File: config.mk
export PLATFORM = sky130hd
export DESIGN_NAME = led_seq
export DESIGN_NICKNAME = d
export VERILOG_FILES = /design/src/rtl/led_seq_pkg.sv /design/src/rtl/led_seq_prescaler.sv /design/src/rtl/led_seq.sv
export SDC_FILE = /design/constraint.sdc
export NUM_CORES = 1
export LEC_CHECK = 0
export ABC_CLOCK_PERIOD_IN_PS = 2900
export CAP_MARGIN = 0
export CORE_ASPECT_RATIO = 0.8
export CORE_MARGIN = 2
export CORE_UTILIZATION = 56
export CTS_CLUSTER_SIZE = 25
export DETAILED_ROUTE_END_ITERATION = 7
export PLACE_DENSITY = 0.89
export SLEW_MARGIN = 30
export SYNTH_ARGS = -nofsm -noshare
export SYNTH_HDL_FRONTEND = slang
export SYNTH_SLANG_ARGS = --single-unit
File: constraint.sdc
create_clock -name CLK -period 2.9 [get_ports CLK]
set_input_delay 0.87 -clock CLK [delete_from_list [all_inputs] [get_ports CLK]]
set_output_delay 0.87 -clock CLK [all_outputs]
set_load 0.05 [all_outputs]
File: src/rtl/led_seq_pkg.sv
// Shared encodings and the per-tick pattern step function for led_seq.
package led_seq_pkg;

  typedef enum logic [1:0] {
    MODE_ROTATE = 2'd0,
    MODE_BOUNCE = 2'd1,
    MODE_COUNT  = 2'd2,
    MODE_STATIC = 2'd3
  } mode_e;

  typedef enum logic {
    ST_IDLE = 1'b0,
    ST_RUN  = 1'b1
  } state_e;

  typedef enum logic {
    DIR_LEFT  = 1'b0,
    DIR_RIGHT = 1'b1
  } dir_e;

  typedef struct packed {
    logic [7:0] pat;
    dir_e       dir;
  } step_t;

  // Pattern and bounce direction after one prescaler tick.
  function automatic step_t next_step(input mode_e m, input logic [7:0] p, input dir_e d);
    step_t s;
    s.pat = p;
    s.dir = d;
    case (m)
      MODE_ROTATE: s.pat = {p[6:0], p[7]};
      MODE_BOUNCE: begin
        if (d == DIR_LEFT) begin
          if (p == 8'h80) begin
            s.pat = 8'h40;
            s.dir = DIR_RIGHT;
          end else begin
            s.pat = {p[6:0], 1'b0};
          end
        end else begin
          if (p == 8'h01) begin
            s.pat = 8'h02;
            s.dir = DIR_LEFT;
          end else begin
            s.pat = {1'b0, p[7:1]};
          end
        end
      end
      MODE_COUNT:  s.pat = p + 8'd1;
      MODE_STATIC: s.pat = p;
      default:     s.pat = p;
    endcase
    return s;
  endfunction

endpackage

File: src/rtl/led_seq_prescaler.sv
// Step prescaler: counts 0..DIV-1 while EN, TICK on the last count, cleared while EN=0.
module led_prescaler #(
  parameter int unsigned DIV = 3000000
) (
  input  logic CLK,
  input  logic RST,
  input  logic EN,
  output logic TICK
);

  localparam int unsigned CW = (DIV > 1) ? $clog2(DIV) : 1;
  localparam logic [CW-1:0] LAST = CW'(DIV - 1);

  logic [CW-1:0] cnt_q, cnt_d;

  always_comb begin
    cnt_d = cnt_q;
    if (!EN || (cnt_q == LAST)) cnt_d = '0;
    else                        cnt_d = cnt_q + CW'(1);
  end

  always_ff @(posedge CLK or posedge RST) begin
    if (RST) cnt_q <= '0;
    else     cnt_q <= cnt_d;
  end

  assign TICK = EN && (cnt_q == LAST);

endmodule

File: src/rtl/led_seq.sv
// LED pattern sequencer (rotate/bounce/count/static). Optional step limit with
// STEPS/DONE ports is enabled by defining LED_SEQ_LIMIT_EN.
module led_seq
  import led_seq_pkg::*;
#(
  parameter int unsigned DIV = 3000000
) (
  input  logic       CLK,
  input  logic       RST,
  input  logic       START,
  input  logic       STOP,
  input  logic [1:0] MODE,
  input  logic [7:0] PAT,
  output logic       LED0,
  output logic       LED1,
  output logic       LED2,
  output logic       LED3,
  output logic       LED4,
  output logic       LED5,
  output logic       LED6,
  output logic       LED7,
  output logic       BUSY
`ifdef LED_SEQ_LIMIT_EN
  ,
  input  logic [7:0] STEPS,
  output logic       DONE
`endif
);

  state_e     state_q, state_d;
  mode_e      mode_q, mode_d;
  dir_e       dir_q, dir_d;
  logic [7:0] led_q, led_d;
  logic       tick;
  step_t      nxt;
`ifdef LED_SEQ_LIMIT_EN
  logic [7:0] steps_q, steps_d;
  logic [7:0] step_cnt_q, step_cnt_d;
  logic       done_q, done_d;
`endif

  led_prescaler #(.DIV(DIV)) u_prescaler (
    .CLK  (CLK),
    .RST  (RST),
    .EN   (state_q == ST_RUN),
    .TICK (tick)
  );

  assign nxt = next_step(mode_q, led_q, dir_q);

  always_comb begin
    state_d = state_q;
    mode_d  = mode_q;
    dir_d   = dir_q;
    led_d   = led_q;
`ifdef LED_SEQ_LIMIT_EN
    steps_d    = steps_q;
    step_cnt_d = step_cnt_q;
    done_d     = 1'b0;
`endif
    case (state_q)
      ST_IDLE: begin
        led_d = '0;
        dir_d = DIR_LEFT;
        // STOP in the same cycle drops the START request.
        if (START && !STOP) begin
          state_d = ST_RUN;
          mode_d  = mode_e'(MODE);
          led_d   = (mode_e'(MODE) == MODE_BOUNCE) ? 8'h01 : PAT;
`ifdef LED_SEQ_LIMIT_EN
          steps_d    = STEPS;
          step_cnt_d = '0;
`endif
        end
      end
      ST_RUN: begin
        if (STOP) begin
          state_d = ST_IDLE;
          led_d   = '0;
        end else if (tick) begin
          led_d = nxt.pat;
          dir_d = nxt.dir;
`ifdef LED_SEQ_LIMIT_EN
          step_cnt_d = step_cnt_q + 8'd1;
          if ((steps_q != 8'd0) && (step_cnt_q == steps_q - 8'd1)) begin
            state_d = ST_IDLE;
            led_d   = '0;
            done_d  = 1'b1;
          end
`endif
        end
      end
      default: begin
        state_d = ST_IDLE;
        led_d   = '0;
      end
    endcase
  end

  always_ff @(posedge CLK or posedge RST) begin
    if (RST) begin
      state_q <= ST_IDLE;
      mode_q  <= MODE_ROTATE;
      dir_q   <= DIR_LEFT;
      led_q   <= '0;
`ifdef LED_SEQ_LIMIT_EN
      steps_q    <= '0;
      step_cnt_q <= '0;
      done_q     <= 1'b0;
`endif
    end else begin
      state_q <= state_d;
      mode_q  <= mode_d;
      dir_q   <= dir_d;
      led_q   <= led_d;
`ifdef LED_SEQ_LIMIT_EN
      steps_q    <= steps_d;
      step_cnt_q <= step_cnt_d;
      done_q     <= done_d;
`endif
    end
  end

  assign {LED7, LED6, LED5, LED4, LED3, LED2, LED1, LED0} = led_q;
  assign BUSY = (state_q == ST_RUN);
`ifdef LED_SEQ_LIMIT_EN
  assign DONE = done_q;
`endif

endmodule

==> results.py <==
metrics = {
    "yosys": {
        "avgSynthCellArea_um2": 9.10,
        "synth_xor_xnor_area_share_pct": 10.3,
        "synth_top_area_share_pct": 40.1,
        "postSynthCellCount": 233,
        "synth_commonest_cells": "34 x dfrtp_1, 30 x nor2_1, 21 x nand2_1",
        "synth_top_family_by_area": "simple AND/OR/NAND/NOR gates",
        "synth_simple_gate_area_share_pct": 27.9,
        "ys_ff_latch": 34,
        "synth_fp_nets": 254,
        "synthMuxAreaShare_pct": 0,
        "synth_edf_count": 0,
        "ys_seq_area_share_pct": 40.1,
        "synth_adder_area_share_pct": 4.13,
        "synthTopCellsByArea": "dfrtp_1 40%, xor2_1 7.4%, nor2_1 5.3%, ha_1 4.1%, nand2_1 3.7%",
        "yosysUniqueCellTypes": 48,
        "synthFlopType": "dfrtp_1",
        "synth_most_common_cell": "dfrtp_1",
        "synth_compound_area_share_pct": 13.5,
        "async_reset_ff_share_pct": 100,
        "synth_area_leader_cell": "dfrtp_1",
        "yosys_warnings": 0,
        "synth_area_mm2": 0.00212,
    },
    "floorplan": {
        "fp.coreArea_mm2": 0.00352,
        "die_h_um": 59.0,
        "rows": 19,
        "io_pins": 23,
        "die-area_mm2": 0.00430,
        "die_x_um": 72.8,
        "initial_core_util_pct": 60.2,
    },
    "worst_setup_path": {
        "cp_cell_sequence": "clkdlybuf4s50_1",
        "critPathBufInv": 1,
        "end_kind": "primary output",
        "startpoint": "led_q[2]",
        "slowest_delay_ns": 0.91,
        "worstSetupPathType": "flop to primary output",
        "start_kind": "flop",
        "crit_arrival_ns": 1.77,
        "reg2reg_from": "u_prescaler.cnt_q[0]",
        "slowest_stage": "clkdlybuf4s50_1",
        "worstPathMaxFanout": 11,
        "cpLargestDelayFamily": "buffers and inverters",
        "required_ns": 2.03,
    },
    "power_and_ir_drop": {
        "p_per_area_mw_per_mm2": 479,
        "ir_worst_vdd_v": 0.000404,
        "leakage_nw": 1.07,
        "finalPower_mw": 1.20,
    },
    "sta": {
        "finalHoldViolations": 0,
        "setup_tns_ns": 0,
        "rsz0062_at_grt": "no",
        "worstMarginPinSlew_ns": 0.810,
        "min_period_over_period_pct": 91.0,
        "max_freq_mhz": 379,
        "maxSlewViolCount": 0,
        "relSlewSlack_pct": 45.5,
        "finalClockSkew_ns": 0.0123,
        "min_period_ns": 2.64,
        "setup_violations": 0,
    },
    "route": {
        "avgRoutedWirePerCell_um": 16.4,
        "postRouteAntennaNets": 0,
        "via_count": 1897,
        "drtIter0Drc": 227,
        "drt-pass1-iter-count": 6,
        "finalWirelength_um": 5010,
        "drc_errors": 0,
        "viasPerCell": 6.22,
    },
    "cts": {
        "hold_buffers": 0,
        "cts_tree": "yes",
        "cts_root_buf": "clkbuf_8",
        "cts_max_level": 2,
        "clk_latency_ns": 0.28,
        "cts.reportedPaths.clkPinSlew_ns": 0.08,
        "cts_resized": 0,
        "clockBufferDepth": 2,
        "clock_sinks": 34,
        "post_cts_buffers": 0,
        "cts_made_buffers": 5,
    },
    "global_route": {
        "antenna_found_initial": 0,
        "grt_pass1_vias": 1699,
        "grt_pass1_wl_um": 8180,
        "grt_max_degree": 35,
        "grt_usage_pct": 25.0,
        "grt-ovfl-total": 0,
    },
    "place": {
        "portBuffers": 22,
        "place_congestion": 0.958,
        "place_area_mm2": 0.00240,
        "hpwl_um": 3520,
    },
    "flow_run": {
        "cap_viol_max_count": 0,
    },
    "hold_path": {
        "hold_path.class": "flop to flop",
        "min_from": "u_prescaler.cnt_q[0]",
    },
    "finish": {
        "postLayoutCoreUtil_pct": 71.3,
        "area.growth.synth_to_final_pct": 18.4,
        "final_area_mm2": 0.00251,
        "fillCellCount": 288,
        "nets": 283,
        "diodes": 0,
        "layout-drive-gt1-share_pct": 8.75,
    },
    "status": {
        "status": "complete, no violations",
    },
}
## area by class of cell
class                   count  area, um^2  share of cell area, %
flip-flops and latches     34         851                   33.9
clock buffers               5        68.8                   2.74
multi-input cells         182        1180                   47.1
inverters                   9        33.8                   1.35
well taps                  42        52.6                   2.09
clock inverters             3        40.0                   1.60
repair buffers             30         280                   11.2
## registers in the layout, indices dropped and copies added, names as in the netlist
| name | flops |
|---|---|
| mode_q | 2 |
| led_q | 8 |
| dir_q | 1 |
| BUSY | 1 |
| u_prescaler.cnt_q | 22 |
## cell families after synthesis
kind of cell	Yosys count
buffers and inverters	17
AOI/OAI and AO/OA	38
and+or+nand+nor	112
xor gates and xnor gates	25
DFF	34
adders and majority gates	7
## power by group
part,leakage [nW],internal (mW),switching (mW),total [mW]
registers,0.462,0.490,0.0249,0.515
clock network,0.0579,0.253,0.181,0.434
logic,0.547,0.0969,0.155,0.252
total,1.07,0.840,0.361,1.20
## layout by cell type, fill, tap and decap left out, types with 2 or more instances in the layout
| cell type | count |
|---|---|
| a21oi_1 | 9 |
| a222oi_1 | 3 |
| a22o_1 | 2 |
| a31oi_1 | 2 |
| and2_1 | 2 |
| and3_1 | 5 |
| and4_1 | 2 |
| buf_4 | 8 |
| clkbuf_8 | 5 |
| clkdlybuf4s50_1 | 22 |
| clkinv_2 | 2 |
| dfrtp_1 | 34 |
| ha_1 | 7 |
| inv_1 | 9 |
| nand2_1 | 21 |
| nand3_1 | 15 |
| nand4_1 | 9 |
| nand4b_1 | 2 |
| nor2_1 | 30 |
| nor2b_1 | 6 |
| nor3_1 | 5 |
| nor4_1 | 5 |
| o21ai_0 | 5 |
| o22ai_1 | 2 |
| o2bb2ai_1 | 3 |
| or4_4 | 2 |
| xnor2_1 | 7 |
| xor2_1 | 18 |
## metal layers
metal	global-route usage [%]	vias to the layer above	wire length (um)
li1	-	898	-
met1	37.2	902	2310
met2	37.0	89	2220
met3	6.46	8	435
met4	5.29	0	41
met5	0	-	0
## worst paths after layout
check | end | slack (ns) | depth (start not counted)
worst max-delay path | LED2 | 0.26 | 1
worst max register to register | u_prescaler.cnt_q[7] | 0.53 | 7
min in group asynchronous | led_q[5] | 0.98 | 3
max in group asynchronous | BUSY | 1.60 | 3
worst min-delay path | u_prescaler.cnt_q[0] | 0.54 | 1
worst min register to register | u_prescaler.cnt_q[0] | 0.54 | 1
## metrics by stage
step | hold WS, ns | setup slack (ns) | cells
floorplan | 0.474 | 0.587 | 233
finish | 0.538 | 0.261 | 305
CTS | 0.532 | 0.272 | 305
detailed placement | 0.523 | 0.350 | 297
global placement | 0.500 | 0.456 | 297
global route | 0.555 | 0.223 | 305
(Power assumes the default switching activity.)
